## src/rtl/snake_dir_ctrl.sv

```systemverilog
// Direction-button conditioning for the snake game: synchronize, debounce,
// filter illegal turns, buffer up to two turns and release one per game tick.
module snake_dir_ctrl #(
    parameter int unsigned DEBOUNCE_CYCLES = 250000,
    parameter int unsigned TICK_CYCLES     = 6250000
) (
    input  logic       clock,
    input  logic       reset,
    input  logic       up,
    input  logic       right,
    input  logic       down,
    input  logic       left,
    input  logic       run,
    output logic [2:0] move,
    output logic       move_valid,
    output logic [1:0] queue_count
);

    typedef enum logic [2:0] {
        DIR_NONE  = 3'd0,
        DIR_UP    = 3'd1,
        DIR_RIGHT = 3'd2,
        DIR_DOWN  = 3'd3,
        DIR_LEFT  = 3'd4
    } dir_e;

    localparam int unsigned DB_W   = (DEBOUNCE_CYCLES > 1) ? $clog2(DEBOUNCE_CYCLES) : 1;
    localparam int unsigned TICK_W = $clog2(TICK_CYCLES);
    localparam logic [DB_W-1:0]   DB_LAST   = DB_W'(DEBOUNCE_CYCLES - 1);
    localparam logic [TICK_W-1:0] TICK_LAST = TICK_W'(TICK_CYCLES - 1);

    function automatic logic is_reverse(input dir_e a, input dir_e b);
        case (a)
            DIR_UP:    is_reverse = (b == DIR_DOWN);
            DIR_RIGHT: is_reverse = (b == DIR_LEFT);
            DIR_DOWN:  is_reverse = (b == DIR_UP);
            DIR_LEFT:  is_reverse = (b == DIR_RIGHT);
            default:   is_reverse = 1'b0;
        endcase
    endfunction

    // Button vector bit order matches direction code minus one.
    function automatic dir_e onehot_to_dir(input logic [3:0] v);
        case (v)
            4'b0001: onehot_to_dir = DIR_UP;
            4'b0010: onehot_to_dir = DIR_RIGHT;
            4'b0100: onehot_to_dir = DIR_DOWN;
            4'b1000: onehot_to_dir = DIR_LEFT;
            default: onehot_to_dir = DIR_NONE;
        endcase
    endfunction

    logic [3:0] raw;
    assign raw = {left, down, right, up};

    // Synchronizer and debounce state
    logic [3:0]      sync1_q, sync1_d;
    logic [3:0]      sync2_q, sync2_d;
    logic [3:0]      deb_q, deb_d;
    logic [3:0]      deb_prev_q, deb_prev_d;
    logic [DB_W-1:0] db_cnt_q [4];
    logic [DB_W-1:0] db_cnt_d [4];

    // Press detection
    logic [3:0] rise;
    logic       press_valid;
    dir_e       press_dir;

    // Game pacing
    logic              run_q, run_d;
    logic [TICK_W-1:0] tick_cnt_q, tick_cnt_d;
    logic              tick;

    // Turn queue and committed direction
    dir_e       queue_q [2];
    dir_e       queue_d [2];
    dir_e       post_queue [2];
    logic [1:0] count_q, count_d, post_count;
    dir_e       move_q, move_d;
    dir_e       ref_dir;
    logic       move_valid_q, move_valid_d;
    logic       push;

    always_comb begin
        sync1_d = raw;
        sync2_d = sync1_q;
    end

    // NOTE: every always_comb output gets a default before any branch so no latch is inferred.
    always_comb begin
        deb_d      = deb_q;
        deb_prev_d = deb_q;
        for (int i = 0; i < 4; i++) begin
            db_cnt_d[i] = '0;
            if (sync2_q[i] != deb_q[i]) begin
                if (db_cnt_q[i] == DB_LAST) begin
                    deb_d[i] = ~deb_q[i];
                end else begin
                    db_cnt_d[i] = db_cnt_q[i] + DB_W'(1);
                end
            end
        end
    end

    // A press is a lone debounced rise with every other button released.
    always_comb begin
        rise        = deb_q & ~deb_prev_q;
        press_valid = $onehot(rise) && (deb_q == rise);
        press_dir   = onehot_to_dir(rise);
    end

    // run_q delays counting by one cycle so the first tick lands TICK_CYCLES
    // edges after run is first sampled high.
    always_comb begin
        run_d = run;
        tick  = run && (tick_cnt_q == TICK_LAST);
        if (!run || !run_q || tick) begin
            tick_cnt_d = '0;
        end else begin
            tick_cnt_d = tick_cnt_q + TICK_W'(1);
        end
    end

    always_comb begin
        move_d       = move_q;
        move_valid_d = tick;
        post_queue   = queue_q;
        post_count   = count_q;

        if (tick && (count_q != 2'd0)) begin
            move_d        = queue_q[0];
            post_queue[0] = queue_q[1];
            post_queue[1] = DIR_NONE;
            post_count    = count_q - 2'd1;
        end

        // A push is judged against the queue as it stands after any pop.
        case (post_count)
            2'd0:    ref_dir = move_d;
            2'd1:    ref_dir = post_queue[0];
            default: ref_dir = post_queue[1];
        endcase

        push = press_valid && (post_count != 2'd2) && (press_dir != ref_dir)
            && !is_reverse(press_dir, ref_dir);

        queue_d = post_queue;
        count_d = post_count;
        if (push) begin
            queue_d[post_count[0]] = press_dir;
            count_d                = post_count + 2'd1;
        end
    end

    // NOTE: sequential state uses non-blocking assignments only, so every flop samples pre-edge values.
    always_ff @(posedge clock) begin
        if (reset) begin
            sync1_q      <= '0;
            sync2_q      <= '0;
            deb_q        <= '0;
            deb_prev_q   <= '0;
            run_q        <= 1'b0;
            tick_cnt_q   <= '0;
            count_q      <= '0;
            move_q       <= DIR_NONE;
            move_valid_q <= 1'b0;
            // NOTE: the queue slots are cleared too, because a reset must drop pending turns.
            for (int i = 0; i < 4; i++) begin
                db_cnt_q[i] <= '0;
            end
            for (int i = 0; i < 2; i++) begin
                queue_q[i] <= DIR_NONE;
            end
        end else begin
            sync1_q      <= sync1_d;
            sync2_q      <= sync2_d;
            deb_q        <= deb_d;
            deb_prev_q   <= deb_prev_d;
            run_q        <= run_d;
            tick_cnt_q   <= tick_cnt_d;
            count_q      <= count_d;
            move_q       <= move_d;
            move_valid_q <= move_valid_d;
            for (int i = 0; i < 4; i++) begin
                db_cnt_q[i] <= db_cnt_d[i];
            end
            for (int i = 0; i < 2; i++) begin
                queue_q[i] <= queue_d[i];
            end
        end
    end

    assign move        = move_q;
    assign move_valid  = move_valid_q;
    assign queue_count = count_q;

endmodule
```

## config.mk

```make
export PLATFORM = sky130hd
export DESIGN_NAME = snake_dir_ctrl
export DESIGN_NICKNAME = d
export VERILOG_FILES = /design/src/rtl/snake_dir_ctrl.sv
export SDC_FILE = /design/constraint.sdc
export NUM_CORES = 1
export LEC_CHECK = 0
export ABC_AREA = 0
export BUFFER_PORTS_ARGS = -buffer_cell sky130_fd_sc_hd__buf_2
export CAP_MARGIN = 10
export CORE_MARGIN = 2
export CORE_UTILIZATION = 56
export CTS_CLUSTER_SIZE = 24
export DETAILED_ROUTE_END_ITERATION = 7
export PLACE_DENSITY = 0.81
export REMOVE_ABC_BUFFERS = 1
export SYNTH_ARGS = -nofsm -noshare
export SYNTH_HDL_FRONTEND = slang
export SYNTH_SLANG_ARGS = --single-unit
export TNS_END_PERCENT = 5
```

## constraint.sdc

```tcl
create_clock -name clock -period 4.05 [get_ports clock]
set_clock_uncertainty 0.1 [all_clocks]
set_input_delay 0.2025 -clock clock [delete_from_list [all_inputs] [get_ports clock]]
set_output_delay 0.2025 -clock clock [all_outputs]
set_load 0.01 [all_outputs]
```

==> results.toml <==
[global_routing]
antenna_found_initial = 0
grt_max_degree = 41
overflow = 0
grt_pass1_vias = 4590
grt_usage_pct = 22.6
grt_first_pass_wirelength_um = 20500

[sta]
hold_viol_final = 0
drv_slew = 0
final.period_utilization_pct = 99.5
fin_crit_ns = 4.03
relSlewSlack_pct = 42.4
worstMarginPinSlew_ns = 0.861
setup_viol = 0
fmax_ghz = 0.248

[clock_tree]
clockBufferDepth = 2
cts_tree = "done"
cts-root-buf = "clkbuf_8"
htree_levels = 4
clk_latency_ns = 0.52
clk_pin_slew_ns = 0.06
numCtsBuffers = 17
cts.sinks = 124

[worst_setup_path]
cp_cell_sequence = "nor4b_4 -> nand4_1 -> nor2_2 -> nor2_2 -> nor2_2 -> inv_2 -> ha_2 -> o21a_4 -> buf_4 -> a21boi_1 -> or3_4 -> and4b_4 -> o31a_4 -> nor4_4 -> mux2_4"
worst_ep_arrival_time_ns = 4.34
worst_path_max_delay_cell = "or3_4"
crit_required_ns = 4.36
critPathLaunchType = "flop"
crit_top_cell = "nor2_2"
worstSetupPathType = "reg2reg"
endpoint_kind = "flop"
path_max_fanout = 4
max_stage_delay_ns = 0.44

[placement]
hpwl_um = 8320
finalWeightedCongestion = 0.892
place_inst = 820
place.port_buffers = 12

[routing]
wl_per_cell_um = 14.6
drc = 0
ant_nets = 0
finalWirelength_um = 12700
first_pass_iters = 5
vias = 4846
drt_iter0_drc = 252
via_per_inst = 5.58

[logic_synthesis]
yosys.area.top_type = "dfxtp_1"
synth.yosys.seq_area_share_pct = 42.4
ys_ff_latch = 124
yosysWarnings = 0
synthTopCellsByCount = "125 x nor2_1, 124 x dfxtp_1, 59 x nand2_1"
synth_area_leaders = "dfxtp_1 42%, nor2_1 8.0%, xor2_1 7.2%, xnor2_1 5.4%, nand2_1 3.8%"
synth_edf_count = 0
synth_cells = 678
synth_top_area_share_pct = 42.4
ys.flop_type = "dfxtp_1"
avgSynthCellArea_um2 = 8.63
syn_area_um2 = 5850
yosysUniqueCellTypes = 61
ys_async_sr_fraction_pct = 0
synth_most_common_cell = "nor2_1"

[final_layout]
nFillCells = 808
drive_above_1_share_pct = 15.7
syn2layout_area_growth_pct = 18.2
fin_cells = 869
nets = 743
fin_util_pct = 67.6
antennaDiodeCount = 0

[floorplan]
dieArea_um2 = 11300
initial_utilization_pct = 57.2
die_h_um = 106
ioPinCount = 13
core_area_um2 = 10200
die-width_um = 106
rows = 37

[power_and_ir_drop]
powerDensity_nw_per_um2 = 388
ir_drop_v = 0.000344
leakagePower_nw = 2.46

[min_path]
hp-class = "in2reg"

[status]
run_status = "finished, final reports clean"

[flow_run]
drv_cap = 0
## critical path, delay by kind of cell, from the launching register on
family	cells	cell delay (ns)
buffers and inverters	2	0.21
multiplexers	1	0.33
adder cells (fa/ha/maj)	1	0.20
AO/OA/AOI/OAI	3	0.74
flip-flops	1	0.36
AND/OR/NAND/NOR	8	1.99
## path summary, 6_finish.rpt
path	from	to	slack [ns]	cells past startpoint
setup / recovery	tick_cnt_q[15]	queue_q[3]	0.02	15
hold / removal	reset	deb_prev_d[2]	0.13	2
setup reg to reg	tick_cnt_q[15]	queue_q[3]	0.02	15
hold reg to reg	db_cnt_q[2][0]	db_cnt_q[2][0]	0.34	1
## kinds of logic (layout without fill, tap and decap cells)
family                   after synthesis  after routing  synth area share (%)
buffers and inverters                 41             96                  2.93
multiplexers                           7              7                  1.24
adder cells (fa/ha/maj)               16             16                  3.55
AO/OA/AOI/OAI                         57             57                  7.02
flip-flops                           124            124                  42.4
XOR/XNOR                              84             84                  12.6
AND/OR/NAND/NOR                      349            349                  30.2
## cell usage in the layout, fill, tap and decap left out, types with 4 or more instances in the layout
| cell | instances |
|---|---|
| inv_2 | 4 |
| nand2_1 | 58 |
| nand4_1 | 15 |
| xnor2_1 | 36 |
| clkbuf_16 | 16 |
| xor2_1 | 48 |
| inv_1 | 16 |
| dfxtp_2 | 4 |
| nor4b_1 | 7 |
| nand3_1 | 41 |
| o21ai_1 | 4 |
| a21oi_1 | 16 |
| clkinv_4 | 4 |
| nor3_1 | 6 |
| ha_1 | 11 |
| nor4_1 | 11 |
| o21ai_0 | 8 |
| nor2_1 | 120 |
| dfxtp_1 | 119 |
| dlygate4sd3_1 | 5 |
| nand2b_1 | 5 |
| mux2i_1 | 5 |
| buf_4 | 26 |
| nor2b_1 | 17 |
| clkinv_2 | 4 |
| or3_1 | 11 |
| buf_2 | 12 |
| and3_1 | 23 |
| nor2_2 | 4 |
## layer usage
layer  routed length, um  global-route usage, %  vias to the layer above  part of all wire, %
met2                6490                   39.3                       95                   51
met3                 539                   5.64                       18                  4.3
met5                   0                      0                        -                    0
li1                    -                      -                     2400                    -
met1                5450                   26.9                     2333                   43
met4                 209                   8.55                        0                  1.6
## stage by stage
step | hold slack [ns] | worst slack, ns | setup TNS (ns) | power, mW | area [um^2]
6_report | 0.132 | 0.0210 | 0 | 2.68 | 6910
5_1_grt | 0.152 | -0.123 | -0.245 | 2.76 | 6910
4_1_cts | 0.128 | 0.0269 | 0 | 2.70 | 6710
3_5_place_dp | 0.327 | 0.0535 | 0 | 1.28 | 6090
3_3_place_gp | 0.319 | 0.136 | 0 | 1.28 | 6090
2_1_floorplan | 0.167 | -0.326 | -1.27 | 1.27 | 5750
## cell type report
class	instances	area, um^2	share of cell area [%]
multi-input cells	513	3290	47.7
flip-flops and latches	124	2490	36.0
clock buffers	18	418	6.05
repair buffers	44	317	4.58
well taps	136	170	2.46
clock inverters	14	146	2.12
inverters	20	75.1	1.09
## state kept, by name, summed over array words and instances (netlist names)
register / cells
db_cnt_q: 72
deb_prev_d: 4
deb_prev_q: 4
move: 3
move_valid: 1
queue_count: 2
queue_q: 6
run_q: 1
sync1_q: 4
sync2_q: 4
tick_cnt_q: 23
## power by group
group / internal (mW) / switching [mW] / total, mW
Sequential: 1.23 / 0.00386 / 1.23
Combinational: 0.0116 / 0.0181 / 0.0297
Clock: 0.874 / 0.551 / 1.43
## what timing repair did
item / 4_1_cts / 5_1_grt
setup buffers: 0 / 12
hold buffers: 5 / 0
gates resized for setup: 0 / 39
endpoints found under the setup margin: 0 / 7
hold endpoints to repair: 5 / 0
Note: power is estimated with default switching activity, not from simulation.
